**config.mk**
```make
export PLATFORM = sky130hd
export DESIGN_NAME = mult
export DESIGN_NICKNAME = d
export VERILOG_FILES = /design/src/rtl/mult_pkg.sv /design/src/rtl/mult_mag.sv /design/src/rtl/mult.sv
export SDC_FILE = /design/constraint.sdc
export NUM_CORES = 1
export LEC_CHECK = 0
export CAP_MARGIN = 15
export CELL_PAD_IN_SITES_DETAIL_PLACEMENT = 1
export CELL_PAD_IN_SITES_GLOBAL_PLACEMENT = 1
export CORE_UTILIZATION = 36
export DETAILED_ROUTE_END_ITERATION = 10
export PLACE_DENSITY_LB_ADDON = 0.1
export SETUP_SLACK_MARGIN = 0.15
export SLEW_MARGIN = 40
export SYNTH_ARGS = -nofsm -noshare
export SYNTH_HDL_FRONTEND = slang
export SYNTH_SLANG_ARGS = --single-unit
```
**constraint.sdc**
```tcl
create_clock -name iClk -period 6.1 [get_ports iClk]
set_input_delay 1.22 -clock iClk [delete_from_list [all_inputs] [get_ports iClk]]
set_output_delay 1.22 -clock iClk [all_outputs]
set_load 0.02 [all_outputs]
```
**src/rtl/mult_pkg.sv**
```systemverilog
// Shared widths and helpers for the sign-magnitude multiplier.
//   res_w(a,b) : product width including sign bit
//   mag_w(a,b) : product magnitude width
//   sign_pos(w): bit index of the sign in a w-bit sign-magnitude word
package mult_pkg;

    // Default operand widths (sign bit included).
    localparam int unsigned DEF_DATAA_W = 5;
    localparam int unsigned DEF_DATAB_W = 10;

    // Sign-bit positions of the default operands and product.
    localparam int unsigned DEF_SIGN_A   = DEF_DATAA_W - 1;
    localparam int unsigned DEF_SIGN_B   = DEF_DATAB_W - 1;
    localparam int unsigned DEF_SIGN_RES = DEF_DATAA_W + DEF_DATAB_W - 2;

    function automatic int unsigned res_w(input int unsigned a, input int unsigned b);
        return a + b - 1;
    endfunction

    function automatic int unsigned mag_w(input int unsigned a, input int unsigned b);
        return a + b - 2;
    endfunction

    function automatic int unsigned sign_pos(input int unsigned w);
        return w - 1;
    endfunction

endpackage

```
**src/rtl/mult_mag.sv**
```systemverilog
// Unsigned combinational magnitude multiplier built as a shift-add
// partial-product array, so it maps onto plain fabric.
// Ports:
//   mag_a  in  A_W          : unsigned multiplicand
//   mag_b  in  B_W          : unsigned multiplier
//   prod_c out A_W+B_W      : full, untruncated product
module mult_mag #(
    parameter int unsigned A_W = 4,
    parameter int unsigned B_W = 9
) (
    input  logic [A_W-1:0]     mag_a,
    input  logic [B_W-1:0]     mag_b,
    output logic [A_W+B_W-1:0] prod_c
);

    localparam int unsigned P_W = A_W + B_W;

    logic [P_W-1:0] b_ext;
    logic [P_W-1:0] acc;

    assign b_ext = P_W'(mag_b);

    // Accumulate one shifted copy of B per set bit of A.
    always_comb begin
        acc = '0;
        for (int unsigned i = 0; i < A_W; i++) begin
            if (mag_a[i]) begin
                acc = acc + (b_ext << i);
            end
        end
    end

    assign prod_c = acc;

endmodule

```
**src/rtl/mult.sv**
```systemverilog
// Registered sign-magnitude multiplier.
// Ports:
//   iClk    in  1                 : clock, rising edge
//   iRst    in  1                 : synchronous active-high reset (priority over iEn)
//   iEn     in  1                 : capture a new product at this edge
//   iDataa  in  demention_dataa   : operand A, MSB sign, rest magnitude
//   iDatab  in  demention_datab   : operand B, same format
//   oResult out dataa+datab-1     : registered sign-magnitude product
//   oValid  out 1                 : high the cycle after an enabled edge
module mult
    import mult_pkg::*;
#(
    parameter int unsigned demention_dataa = DEF_DATAA_W,
    parameter int unsigned demention_datab = DEF_DATAB_W
) (
    input  logic                                         iClk,
    input  logic                                         iRst,
    input  logic                                         iEn,
    input  logic [demention_dataa-1:0]                   iDataa,
    input  logic [demention_datab-1:0]                   iDatab,
    output logic [demention_dataa+demention_datab-2:0]   oResult,
    output logic                                         oValid
);

    localparam int unsigned RES_W  = res_w(demention_dataa, demention_datab);
    localparam int unsigned MAG_W  = mag_w(demention_dataa, demention_datab);
    localparam int unsigned SIGN_A = sign_pos(demention_dataa);
    localparam int unsigned SIGN_B = sign_pos(demention_datab);

    logic [MAG_W-1:0] mag_c;
    logic             sign_c;
    logic [RES_W-1:0] result_d, result_q;
    logic             valid_d, valid_q;

    // Unsigned magnitude product.
    mult_mag #(
        .A_W(demention_dataa - 1),
        .B_W(demention_datab - 1)
    ) u_mag (
        .mag_a (iDataa[SIGN_A-1:0]),
        .mag_b (iDatab[SIGN_B-1:0]),
        .prod_c(mag_c)
    );

    // Sign is the XOR of operand signs, forced positive for a zero product.
    assign sign_c = (iDataa[SIGN_A] ^ iDatab[SIGN_B]) & (|mag_c);

    // Next-state: capture on enable, otherwise hold result and drop valid.
    always_comb begin
        result_d = result_q;
        valid_d  = 1'b0;
        if (iEn) begin
            result_d = {sign_c, mag_c};
            valid_d  = 1'b1;
        end
    end

    // Output registers.
    always_ff @(posedge iClk) begin
        if (iRst) begin
            result_q <= '0;
            valid_q  <= 1'b0;
        end else begin
            result_q <= result_d;
            valid_q  <= valid_d;
        end
    end

    assign oResult = result_q;
    assign oValid  = valid_q;

endmodule

```
Word level (Yosys, flattened, before mapping)
Cells that the tools add are included.
{ "word_totals": {"reg_bits": 15, "in_bits": 18, "output_inout_bits": 15, "wordCells": 13} }
{ "classes": {"addsub": 3, "muxes": 5, "bitwise_logic": 2, "reduce_logical": 1} }
{ "op_table": {"columns": ["cell", "count"], "rows": [
  ["two-way mux 13 bit", 3],
  ["adder 13 x 10 -> 13 bit", 1],
  ["adder 13 x 11 -> 13 bit", 1],
  ["adder 13 x 12 -> 13 bit", 1],
  ["OR reduction 13 bit", 1],
  ["two-way mux 9 bit", 1],
  ["AND 1 bit", 1],
  ["two-way mux 1 bit", 1],
  ["bitwise XOR 1 bit", 1]
]} }

Logic depth before layout (Yosys ltp)
{ "depth": {"word_depth": 9, "mapped_depth": 28, "mapped_depth_nobuf": 26} }

Modules after synthesis
Synthesis repeated with hierarchy kept, for this count alone.
{ "hier_totals": {"cells_unflattened": 265, "area_unflattened_um2": 2117.0} }
{ "modules_own_cells": {"columns": ["mod", "instances", "cells_per_inst", "area_each_um2", "seq_area_each_um2"], "rows": [
  ["mult_mag", 1, 212, 1532.7, 0.0],
  ["mult", 1, 53, 584.3, 300.3]
]} }

Worst setup path before layout
Ideal clock, no wire load.
{ "synth_path": {"kind": "input-to-reg", "start": "input iDataa[0]", "end": "register result_q[13], in the netlist oResult[13]", "t_arrival_ns": 5.663, "required_time_ns": 5.972, "slack_ns": 0.309, "cell_stages": 25, "n_path_buf": 2, "cell_sequence": "buf_2 clkbuf_1 nand2_1 inv_1 ha_1 inv_1 fa_1 nand2b_1 a21boi_1 o21ai_0 o21bai_1 nand2_1 ha_1 a21oi_1 xnor2_1 mux2_2 ha_1 a21oi_1 nor2b_1 a311o_1 a31oi_1 mux2i_1 a211oi_1 and3_1 a31oi_1"} }
{ "synth_via": {"elab_chain_cells": 9} }
{ "synth_rtl": {"columns": ["element", "line_no", "rtl"], "rows": [
  ["from (decl)", "mult.sv:19", "input logic [demention_dataa-1:0] iDataa,"],
  ["two-way mux 9 bit *", "mult_mag.sv:27", "if (mag_a[i]) begin"],
  ["adder 13 x 10 -> 13 bit", "mult_mag.sv:28", "acc = acc + (b_ext << i);"],
  ["two-way mux 13 bit *", "mult_mag.sv:27", null],
  ["adder 13 x 11 -> 13 bit", "mult_mag.sv:28", null],
  ["two-way mux 13 bit *", "mult_mag.sv:27", null],
  ["adder 13 x 12 -> 13 bit", "mult_mag.sv:28", null],
  ["two-way mux 13 bit *", "mult_mag.sv:27", null],
  ["OR reduction 13 bit *", "mult.sv:46", "assign sign_c = (iDataa[SIGN_A] ^ iDatab[SIGN_B]) & (|mag_c);"],
  ["AND 1 bit *", "mult.sv:46", null],
  ["to (signal assigned)", "mult.sv:64", "result_q <= result_d;"],
  ["to (decl)", "mult.sv:32", "logic [RES_W-1:0] result_d, result_q;"]
]} }
Mark *: on every way between the ends. The rest lies on a longest branch, timed or not.
A chain may end at the register's enable or synchronous reset.

Final worst setup path
{ "layout_path": {"start": "input iDatab[1]", "end": "register result_q[13], in the netlist oResult[13]"} }
{ "layout_via": {"elab_chain_cells": 9} }
{ "layout_rtl": {"columns": ["element", "line_no", "rtl"], "rows": [
  ["from (decl)", "mult.sv:20", "input logic [demention_datab-1:0] iDatab,"],
  ["two-way mux 9 bit", "mult_mag.sv:27", null],
  ["adder 13 x 10 -> 13 bit", "mult_mag.sv:28", null],
  ["two-way mux 13 bit", "mult_mag.sv:27", null],
  ["adder 13 x 11 -> 13 bit", "mult_mag.sv:28", null],
  ["two-way mux 13 bit", "mult_mag.sv:27", null],
  ["adder 13 x 12 -> 13 bit", "mult_mag.sv:28", null],
  ["two-way mux 13 bit *", "mult_mag.sv:27", null],
  ["OR reduction 13 bit *", "mult.sv:46", null],
  ["AND 1 bit *", "mult.sv:46", null]
]} }
Marked as above.

==> results.txt <==
H-tree levels -> 1
Avg WL per Cell -> 14.94 µm
Average size of a mapped cell -> 7.395 µm²
CORE AREA -> 5507 µm²
Sink Count -> 15
Fin Hold WS -> 0.4814 ns
Final Hold Viols -> 0
Final Instance Count excl. Fillers -> 404
Vias/cell -> 5.403
Power Dens Cells -> 194.4 nW/µm²
Layout cells sized above 1 -> 17.17%
Routed vias -> 2183
Final Wtd Congestion -> 0.7713
Status -> complete, no violations
Simple logic cell fraction of the synthesized area -> 25.93%
Overall Global Routing Usage -> 21.34%
Crit path arrival time -> 5.80 ns
Reg2Reg Launch Point -> oResult[13]
M3 GR Usage -> 2.471%
Reg-to-reg slack, setup -> 4.51 ns
Total Power -> 542.6 µW
Leading cell types in the layout, fill and taps excluded -> 37 x nor2_1, 32 x buf_4, 30 x clkdlybuf4s50_1
Combinational family with the most area after synthesis -> simple AND/OR/NAND/NOR gates
GRT overflow -> 0
Initial antenna violation count -> 0
Number of global-route vias before repair -> 2158
Vert. Die Dim -> 77.57 µm
Final setup fails -> 0
Die area -> 6016 µm²
Initial DRC count -> 93
Skew final -> 0 ns
GRT busiest layer -> met2
HP Start -> oResult[4]
Synth Flop Type -> dfxtp_1
Post-synth ARST share -> 0%
Hold/Removal Path Class -> register to register
Register area share after synthesis -> 14.61%
Post-route ant nets -> 0
Hold EP -> oResult[4]
Synthesized flop and latch total -> 15
Leakage -> 1.211 nW
Crit. End Element -> register
Post-Synth XOR/XNOR Area -> 6.391%
IO buf count -> 32
Diode count -> 0
Max Cap Violations -> 0
Adder-cell area share of the yosys netlist -> 17.53%
Multi-input gate area -> 1753 µm²
WHS Path Cells -> 2
Synthesized area -> 2056 µm²
Nets -> 378
Worst-path clk slew -> 0.06 ns
Number of detailed-route iterations in the first pass -> 4
Ys Warns -> 0
I/O pin total -> 33
Largest net degree at the start of global routing -> 25
DRC viols -> 0
Worst R2R End -> oResult[13]
Crit path max fanout -> 2
First-pass GRT wire length -> 10.38 mm
Post-route clock period utilization -> 93.16%
RSZ-0062 raised after global routing -> false
WL final -> 6.037 mm
CP Data Required Time -> 6.22 ns
Total clock buffers created by CTS -> 3
Fill cell count -> 707
CTS Buffer Depth -> 2
Hpwl dp -> 4.879 mm
Critical path type -> input pin to register
Max VDD drop -> 0.1091 mV
Max Freq -> 176.0 MHz
Seq. cell area -> 300.3 µm²
Number of synthesized flops with an enable pin -> 0
Commonest non-fill, non-tap cell in the layout -> nor2_1
Compound-gate portion of the synthesized area -> 24.77%
M1 GR Usage -> 29.62%
Die X-Extent -> 77.57 µm
Placement Rows -> 27
Placed Cells -> 397
CTS root buf -> clkbuf_8
Tmin final -> 5.683 ns
Post-synthesis cell type count -> 52
Area Overhead vs Synth -> 35.79%
Slew headroom -> 47.06%
CTS tree -> built
Worst Tran Pin Value -> 0.7916 ns
Initial Utilization -> 37.33%
M2 GR Usage -> 36.28%
R2R depth -> 6
Mux share of post-synthesis cell area -> 5.600%
Post-synth net total -> 323
Clk Latency, worst-skew pair -> 0.24 ns
Max Slew Vio Count -> 0
CP Launch Type -> input pin
Cells after Synth -> 278
area by class of cell:
class	instances	area share, %
Inverter	12	1.614
Multi-Input combinational cell	237	62.80
Tap cell	72	3.227
Timing Repair Buffer	64	19.99
Clock buffer	4	1.614
Sequential cell	15	10.76
cells in the mapped netlist, types with 2 or more instances:
| library cell | instances | area share (%) |
|---|---|---|
| buf_2 | 4 | 0.97 |
| nand4b_1 | 3 | 1.3 |
| inv_1 | 11 | 2.0 |
| a21o_1 | 4 | 1.5 |
| nand2b_1 | 3 | 0.91 |
| a31oi_1 | 4 | 1.2 |
| nor3b_1 | 4 | 1.5 |
| a211oi_1 | 11 | 4.0 |
| nand3b_1 | 4 | 1.5 |
| a31o_1 | 2 | 0.85 |
| and3_1 | 2 | 0.61 |
| nor3_1 | 4 | 0.97 |
| ha_1 | 24 | 15 |
| and2_1 | 5 | 1.5 |
| a311o_1 | 2 | 0.97 |
| nor2_1 | 37 | 6.8 |
| a21oi_1 | 21 | 5.1 |
| clkbuf_1 | 8 | 1.5 |
| o31ai_1 | 3 | 1.1 |
| nand4_1 | 2 | 0.61 |
| dfxtp_1 | 15 | 15 |
| or3_1 | 2 | 0.61 |
| xor2_1 | 7 | 3.0 |
| nand3_1 | 11 | 2.7 |
| a2111oi_0 | 2 | 0.85 |
| xnor2_1 | 8 | 3.4 |
| nor2b_1 | 5 | 1.5 |
| nand2_1 | 25 | 4.6 |
| mux2i_1 | 7 | 3.4 |
| mux2_2 | 4 | 2.2 |
| fa_1 | 3 | 2.9 |
| o21ai_0 | 11 | 2.7 |
per-layer routing:
metal | routed length [µm] | share of wire, %
met1 | 3001 | 50
met2 | 2898 | 48
met3 | 122 | 2.0
met4 | 14 | 0.23
met5 | 0 | 0
state kept, by name, indices dropped and copies added, names as in the netlist:
name / flops
oResult: 14
oValid: 1
worst max path at each step:
| stage | from | to | cells after the start |
|---|---|---|---|
| after global routing | iDatab[1] | oResult[11] | 25 |
| after global placement | iDataa[0] | oResult[13] | 24 |
| after CTS | iDataa[0] | oResult[10] | 23 |
| after detailed placement | iDataa[0] | oResult[13] | 24 |
| after floorplan | iDataa[0] | oResult[13] | 25 |
| final | iDatab[1] | oResult[13] | 23 |
critical path, stage by stage:
cell,delay [ns]
clkdlybuf4s50_1,0.49
nand2_1,0.07
inv_1,0.06
ha_1,0.15
inv_1,0.05
fa_2,0.51
mux2i_1,0.09
ha_1,0.23
fa_1,0.43
a21oi_2,0.17
inv_1,0.06
a21oi_1,0.17
xnor2_1,0.08
mux2_2,0.27
ha_1,0.31
a21oi_2,0.15
nor2b_1,0.06
a311o_1,0.35
a31oi_2,0.22
buf_4,0.14
o211a_1,0.19
and4_1,0.23
a31oi_1,0.08
power by group:
group / total (mW) / switching (mW) / internal, mW
sequential: 0.113 / 0.00496 / 0.108
clock: 0.0805 / 0.0343 / 0.0462
combinational: 0.349 / 0.175 / 0.174
metrics by stage:
stage               utilization (%)  instance area (µm²)  TNS (ns)  setup slack [ns]
floorplan                         -                 2056         0            0.3091
global placement              47.63                 2623   -0.3336           -0.1770
detailed placement            47.63                 2623   -0.6136           -0.2510
CTS                           48.99                 2698         0            0.1818
global route                  50.69                 2791         0            0.1385
finish                        50.69                 2791         0            0.4171
logic make-up after synthesis:
family / Yosys count
and+or+nand+nor: 109
AOI/OAI and AO/OA: 75
adders and majority gates: 27
buffers and inverters: 26
xor gates and xnor gates: 15
DFF: 15
muxes: 11
what timing repair did:
action,CTS,global route
setup endpoints to repair,3,6
pin swaps,1,4
resized for setup,4,16
setup buffers,1,2
hold buffers,0,0
Note: power is estimated with default switching activity, not from simulation.
